--- src/rtl/frame_arb_pkg.sv ---
// Shared constants and types for the frame-buffer read arbiter.
// Frame geometry and the default BRAM timing used by the QR front-end.
package frame_arb_pkg;

  localparam int unsigned FRAME_WIDTH       = 32'd480;
  localparam int unsigned FRAME_HEIGHT      = 32'd480;
  localparam int unsigned FRAME_ADDR_W      = 32'd20;
  localparam int unsigned BRAM_READ_LATENCY = 32'd2;

  typedef logic [FRAME_ADDR_W-1:0] frame_addr_t;

  // Round-robin successor of idx among n requesters.
  function automatic int unsigned rr_next(input int unsigned idx, input int unsigned n);
    int unsigned nxt;
    nxt = idx + 32'd1;
    return (nxt >= n) ? 32'd0 : nxt;
  endfunction

endpackage

--- src/rtl/frame_arb_rr_pick.sv ---
// Combinational round-robin picker: rotate requests by ptr, take the lowest set bit,
// then rotate the winning position back to an absolute index.
module frame_arb_rr_pick #(
  parameter int unsigned N     = 32'd3,
  parameter int unsigned IDX_W = (N > 32'd1) ? $clog2(N) : 32'd1
) (
  input  logic [N-1:0]     req,
  input  logic [IDX_W-1:0] ptr,
  output logic [N-1:0]     gnt,
  output logic [IDX_W-1:0] idx,
  output logic             any
);

  logic [2*N-1:0]   dbl_s;
  logic [N-1:0]     rot_s;
  logic [IDX_W-1:0] off_s;
  logic             found_s;
  logic [IDX_W:0]   sum_s;

  // Rotate, priority-encode, unrotate.
  always_comb begin
    dbl_s   = {req, req} >> ptr;
    rot_s   = dbl_s[N-1:0];
    off_s   = '0;
    found_s = 1'b0;
    for (int p = 0; p < int'(N); p++) begin
      off_s   = (rot_s[p] && !found_s) ? IDX_W'(p) : off_s;
      found_s = found_s | rot_s[p];
    end
    sum_s = {1'b0, ptr} + {1'b0, off_s};
    if (!found_s) begin
      idx = '0;
    end else if (sum_s >= (IDX_W+1)'(N)) begin
      idx = IDX_W'(sum_s - (IDX_W+1)'(N));
    end else begin
      idx = sum_s[IDX_W-1:0];
    end
    gnt = found_s ? (N'(1) << idx) : '0;
    any = found_s;
  end

endmodule

--- src/rtl/frame_read_arbiter.sv ---
// Round-robin arbiter sharing the frame BRAM read port, with owner-tagged responses.
// Optional port locking is enabled by defining FRAME_ARB_LOCK_EN.
module frame_read_arbiter
  import frame_arb_pkg::*;
#(
  parameter int unsigned NUM_REQ      = 32'd3,
  parameter int unsigned ADDR_W       = FRAME_ADDR_W,
  parameter int unsigned PIX_W        = 32'd1,
  parameter int unsigned READ_LATENCY = BRAM_READ_LATENCY
) (
  input  logic                                   clk_in,
  input  logic                                   rst_in,
  input  logic [NUM_REQ-1:0]                     req_valid,
  input  logic [NUM_REQ-1:0][ADDR_W-1:0]         req_addr,
`ifdef FRAME_ARB_LOCK_EN
  input  logic [NUM_REQ-1:0]                     req_lock,
`endif
  output logic [NUM_REQ-1:0]                     req_ready,
  output logic [NUM_REQ-1:0]                     rsp_valid,
  output logic [PIX_W-1:0]                       rsp_pixel,
  output logic [ADDR_W-1:0]                      bram_addr,
  input  logic [PIX_W-1:0]                       bram_dout,
  output logic [$clog2(READ_LATENCY+1)-1:0]      inflight
);

  localparam int unsigned IDX_W = (NUM_REQ > 32'd1) ? $clog2(NUM_REQ) : 32'd1;
  localparam int unsigned CNT_W = $clog2(READ_LATENCY + 32'd1);

  logic [IDX_W-1:0]   rr_ptr_r;
  logic [IDX_W-1:0]   ptr_nxt_s;
  logic [NUM_REQ-1:0] elig_s;
  logic [NUM_REQ-1:0] gnt_s;
  logic [IDX_W-1:0]   win_s;
  logic               any_s;
  logic [NUM_REQ-1:0] own_last_s;
  logic [NUM_REQ-1:0] rsp_valid_r;
  logic [PIX_W-1:0]   rsp_pixel_r;
  logic [CNT_W-1:0]   inflight_r;

`ifdef FRAME_ARB_LOCK_EN
  logic             lock_act_r;
  logic [IDX_W-1:0] lock_own_r;
  logic             lock_rel_s;

  // Eligibility: a held lock masks everyone but its owner.
  always_comb begin
    if (lock_act_r) begin
      elig_s = req_valid & (NUM_REQ'(1) << lock_own_r) & ~{NUM_REQ{rst_in}};
    end else begin
      elig_s = req_valid & ~{NUM_REQ{rst_in}};
    end
    lock_rel_s = lock_act_r & ~req_lock[lock_own_r];
  end

  // Next pointer: frozen under lock, jumps past the owner on release.
  always_comb begin
    if (lock_rel_s) begin
      ptr_nxt_s = IDX_W'(rr_next(32'(lock_own_r), NUM_REQ));
    end else if (lock_act_r) begin
      ptr_nxt_s = rr_ptr_r;
    end else if (any_s) begin
      ptr_nxt_s = IDX_W'(rr_next(32'(win_s), NUM_REQ));
    end else begin
      ptr_nxt_s = rr_ptr_r;
    end
  end

  // Lock ownership state.
  always_ff @(posedge clk_in) begin
    if (rst_in) begin
      lock_act_r <= 1'b0;
      lock_own_r <= '0;
    end else if (lock_act_r) begin
      lock_act_r <= ~lock_rel_s;
      lock_own_r <= lock_own_r;
    end else if (any_s && req_lock[win_s]) begin
      lock_act_r <= 1'b1;
      lock_own_r <= win_s;
    end else begin
      lock_act_r <= lock_act_r;
      lock_own_r <= lock_own_r;
    end
  end
`else
  // Eligibility and next pointer for plain round-robin.
  always_comb begin
    elig_s = req_valid & ~{NUM_REQ{rst_in}};
    if (any_s) begin
      ptr_nxt_s = IDX_W'(rr_next(32'(win_s), NUM_REQ));
    end else begin
      ptr_nxt_s = rr_ptr_r;
    end
  end
`endif

  frame_arb_rr_pick #(
    .N     (NUM_REQ),
    .IDX_W (IDX_W)
  ) u_pick (
    .req (elig_s),
    .ptr (rr_ptr_r),
    .gnt (gnt_s),
    .idx (win_s),
    .any (any_s)
  );

  // Grant and BRAM address are combinational so acceptance costs no cycle.
  always_comb begin
    req_ready = gnt_s;
    if (any_s) begin
      bram_addr = req_addr[win_s];
    end else begin
      bram_addr = '0;
    end
  end

  // Round-robin pointer register.
  always_ff @(posedge clk_in) begin
    if (rst_in) begin
      rr_ptr_r <= '0;
    end else begin
      rr_ptr_r <= ptr_nxt_s;
    end
  end

  // Owner tags travel alongside the BRAM pipeline; the output register is the last stage.
  if (READ_LATENCY > 32'd1) begin : g_pipe
    logic [READ_LATENCY-2:0][NUM_REQ-1:0] own_pipe_r;

    // Owner shift register.
    always_ff @(posedge clk_in) begin
      if (rst_in) begin
        own_pipe_r <= '0;
      end else begin
        own_pipe_r[0] <= gnt_s;
        for (int k = 1; k < int'(READ_LATENCY) - 1; k++) begin
          own_pipe_r[k] <= own_pipe_r[k-1];
        end
      end
    end
    assign own_last_s = own_pipe_r[READ_LATENCY-2];
  end else begin : g_nopipe
    assign own_last_s = gnt_s;
  end

  // Response register and in-flight counter.
  always_ff @(posedge clk_in) begin
    if (rst_in) begin
      rsp_valid_r <= '0;
      rsp_pixel_r <= '0;
      inflight_r  <= '0;
    end else begin
      rsp_valid_r <= own_last_s;
      rsp_pixel_r <= bram_dout;
      case ({any_s, |rsp_valid_r})
        2'b10:   inflight_r <= inflight_r + CNT_W'(1);
        2'b01:   inflight_r <= inflight_r - CNT_W'(1);
        default: inflight_r <= inflight_r;
      endcase
    end
  end

  assign rsp_valid = rsp_valid_r;
  assign rsp_pixel = rsp_pixel_r;
  assign inflight  = inflight_r;

endmodule

--- config.mk ---
export PLATFORM = sky130hd
export DESIGN_NAME = frame_read_arbiter
export DESIGN_NICKNAME = d
export VERILOG_FILES = /design/src/rtl/frame_arb_pkg.sv /design/src/rtl/frame_arb_rr_pick.sv /design/src/rtl/frame_read_arbiter.sv
export SDC_FILE = /design/constraint.sdc
export NUM_CORES = 1
export LEC_CHECK = 0
export BUFFER_PORTS_ARGS = -buffer_cell sky130_fd_sc_hd__buf_2
export CAP_MARGIN = 20
export CORE_UTILIZATION = 38
export CTS_CLUSTER_SIZE = 25
export DETAILED_ROUTE_END_ITERATION = 8
export PLACE_DENSITY = 0.77
export SLEW_MARGIN = 20
export SYNTH_ARGS = -nofsm -noshare
export SYNTH_HDL_FRONTEND = slang
export SYNTH_SLANG_ARGS = --single-unit
--- constraint.sdc ---
create_clock -name clk_in -period 3.2 [get_ports clk_in]
set_input_delay 0.16 -clock clk_in [delete_from_list [all_inputs] [get_ports clk_in]]
set_output_delay 0.16 -clock clk_in [all_outputs]
set_load 0.03 [all_outputs]
==> impl_metrics.toml <==
[finish]
drive_above_1_share = 0.658
final_area_um2 = 2290
final_cell_mix = "buf_2 (76), buf_4 (28), nand2_1 (21), a21oi_2 (20), a222oi_1 (20)"
area_growth_pct = 64.9
final_common_cell = "buf_2"
filler_cell_count = 291
diodes = 0
layout.nets = 340

[yosys]
yosysSeqAreaShare = 0.158
avgSynthCellArea_um2 = 8.74
synth_nets = 229
synth_top_family_by_area = "compound AO/OA/AOI/OAI gates"
yosys.area_share.simple = 0.182
synth_xor_area_frac = 0.0126
synth_compound_area_frac = 0.297
yosys.area_share.adder = 0.0414
yosysWarnings = 0
synthMuxAreaShare = 0.213
synth_cell_types = 34
syn_area_um2 = 1390
synth-seq-cells = 11
synth_cells = 159

[detailed_routing]
remaining_drc_errors = 0
routed_wirelength_mm = 4.36
ant_nets = 0
vias = 1736
drt_iter0_drc = 182
routedWlPerCell_um = 13.8
dr.pass1.iters = 5
via_per_inst = 5.51

[power_and_ir_drop]
peakVddDrop_mv = 0.747
p_leak_nw = 1.09
power_per_cell_area_nw_per_um2 = 1390
power.total_w = 0.00319

[critical_path]
cp-start-kind = "flop"
critPathArrivalTime_ns = 3.41
cp.required_ns = 3.04
cp-end-kind = "output pin"
cp_max_fo = 11
worstSetupPathType = "flop to output pin"

[floorplan]
ios = 95
die_w_um = 62.5
rows = 21
core_area_um2 = 3420
die_area_um2 = 3900
die_h_um = 62.5
start_util = 0.407

[global_route]
grt_max_degree = 28
grt_pass1_vias = 1629
grt_overflow = 0
grt_pass1_wl_mm = 7.15
grt.total_usage = 0.222
antenna_found_initial = 0

[placed_design]
gp_congestion = 0.813
dpl.hpwl_mm = 3.09
dp_slack_ns = -0.246
port_buffers = 94
dpl_cell_area_um2 = 2050

[clocking]
cts_tree = "done"
cts_buffers = 3
clock-sinks = 11
clockRootBuffer = "clkbuf_4"
path_clk_slew_ns = 0.07
clk_latency_ns = 0.27
h-tree-depth = 1
cts_buffer_depth = 2

[timing]
fin_skew_ns = 0.00131
worstMarginPinSlew_ns = 0.473
timing.final.crit_share = 1.12
tns_ns = -6.86
final_hold_viol_count = 0
timing.final.ws_setup_ns = -0.369
relSlewSlack = 0.683
fin_crit_ns = 3.57
rsz0062_at_grt = "true"
slew_viol_final = 0
setup_violations = 23
clock.fmax_ghz = 0.280

[status]
violations = "setup timing"
status = "complete, but fails checks"

[min_path]
hp-class = "input pin to flop"

[run]
cap_violations = 0
[logic make-up (layout without fill, tap and decap cells)]
group,after synthesis,count (layout)
AND/OR/NAND/NOR,47,47
adder cells (fa/ha/maj),4,4
multiplexers,20,20
AO/OA/AOI/OAI,55,55
flip-flops,11,11
buffers and inverters,20,130
XOR/XNOR,2,2
[critical path, cell delays in order (launching register included)]
cell,delay [ns]
dfxtp_4,0.37
or3b_1,0.39
a21oi_2,0.15
o21ai_1,0.06
a21o_1,0.19
fa_1,0.50
inv_1,0.08
ha_4,0.29
buf_12,0.15
mux2_4,0.30
a222oi_1,0.39
a21oi_2,0.10
buf_6,0.15
[Yosys cell counts, drive strengths merged]
cell type / count / area (µm²)
nand2: 21 / 78.8
nand4b: 1 / 8.76
a21boi: 1 / 7.51
nand3b: 3 / 22.5
a21o: 1 / 7.51
a222oi: 20 / 200
mux2: 20 / 297
or3b: 1 / 8.76
o21ai: 3 / 15.0
a211oi: 3 / 22.5
or2: 1 / 6.26
a21oi: 23 / 115
dfxtp: 11 / 220
nand4: 1 / 6.26
buf: 14 / 110
inv: 5 / 18.8
nor2b: 7 / 51.3
o31ai: 1 / 21.3
a311oi: 2 / 17.5
or3: 2 / 12.5
nor4b: 2 / 23.8
xnor2: 1 / 8.76
ha: 3 / 37.5
nor3: 3 / 15.0
o22ai: 1 / 6.26
fa: 1 / 20.0
clkbuf: 1 / 3.75
nor2: 5 / 18.8
xor2: 1 / 8.76
[sequential cells by signal, summed over array words and instances (netlist names)]
register	cells
g_pipe.own_pipe_r	3
inflight	2
rr_ptr_r	2
rsp_valid	3
rsp_pixel	1
[stage by stage]
step	cells	hold WS, ns	utilization
2_1_floorplan	159	0.288	-
3_3_place_gp	303	0.373	0.600
3_5_place_dp	303	0.377	0.600
4_1_cts	312	0.0878	0.652
5_1_grt	315	0.124	0.671
6_report	315	0.0963	0.671
[layer usage]
layer,wire [µm],track usage
met5,0,0
met4,36,0.0552
met3,336,0.0511
met2,2200,0.406
met1,1780,0.255
[path summary, 6_finish.rpt]
path	from	to	slack (ns)	depth (start not counted)
hold reg to reg	g_pipe.own_pipe_r[2]$_SDFF_PP0_	rsp_valid[2]$_SDFF_PP0_	0.44	1
setup / recovery	rr_ptr_r[0]$_SDFFE_PP0P_	bram_addr[4]	-0.37	12
setup reg to reg	rr_ptr_r[0]$_SDFFE_PP0P_	rr_ptr_r[1]$_SDFFE_PP0P_	-0.06	15
hold / removal	bram_dout	rsp_pixel$_SDFF_PP0_	0.1	2
[repair_timing]
action | CTS | global route
buffers inserted | 4 | 2
pin swaps | 15 | 9
endpoints found under the setup margin | 24 | 24
gates resized for setup | 31 | 14
hold buffers | 0 | 0
gates cloned | 1 | 1
endpoints found under the hold margin | 0 | 0
[where the power goes]
group / switching (W) / total, W / internal (W)
clock: 0.0000481 / 0.0000965 / 0.0000484
combinational: 0.00146 / 0.00288 / 0.00142
sequential: 0.0000260 / 0.000213 / 0.000187
[area by class of cell]
cell class | instances | area (µm²) | area share
well taps | 46 | 57.6 | 0.0251
flip-flops and latches | 11 | 224 | 0.0977
inverters | 5 | 18.8 | 0.00819
multi-input cells | 128 | 1180 | 0.514
clock buffers | 4 | 26.3 | 0.0115
repair buffers | 121 | 788 | 0.344
No activity file was read; power rests on OpenSTA's default activity.
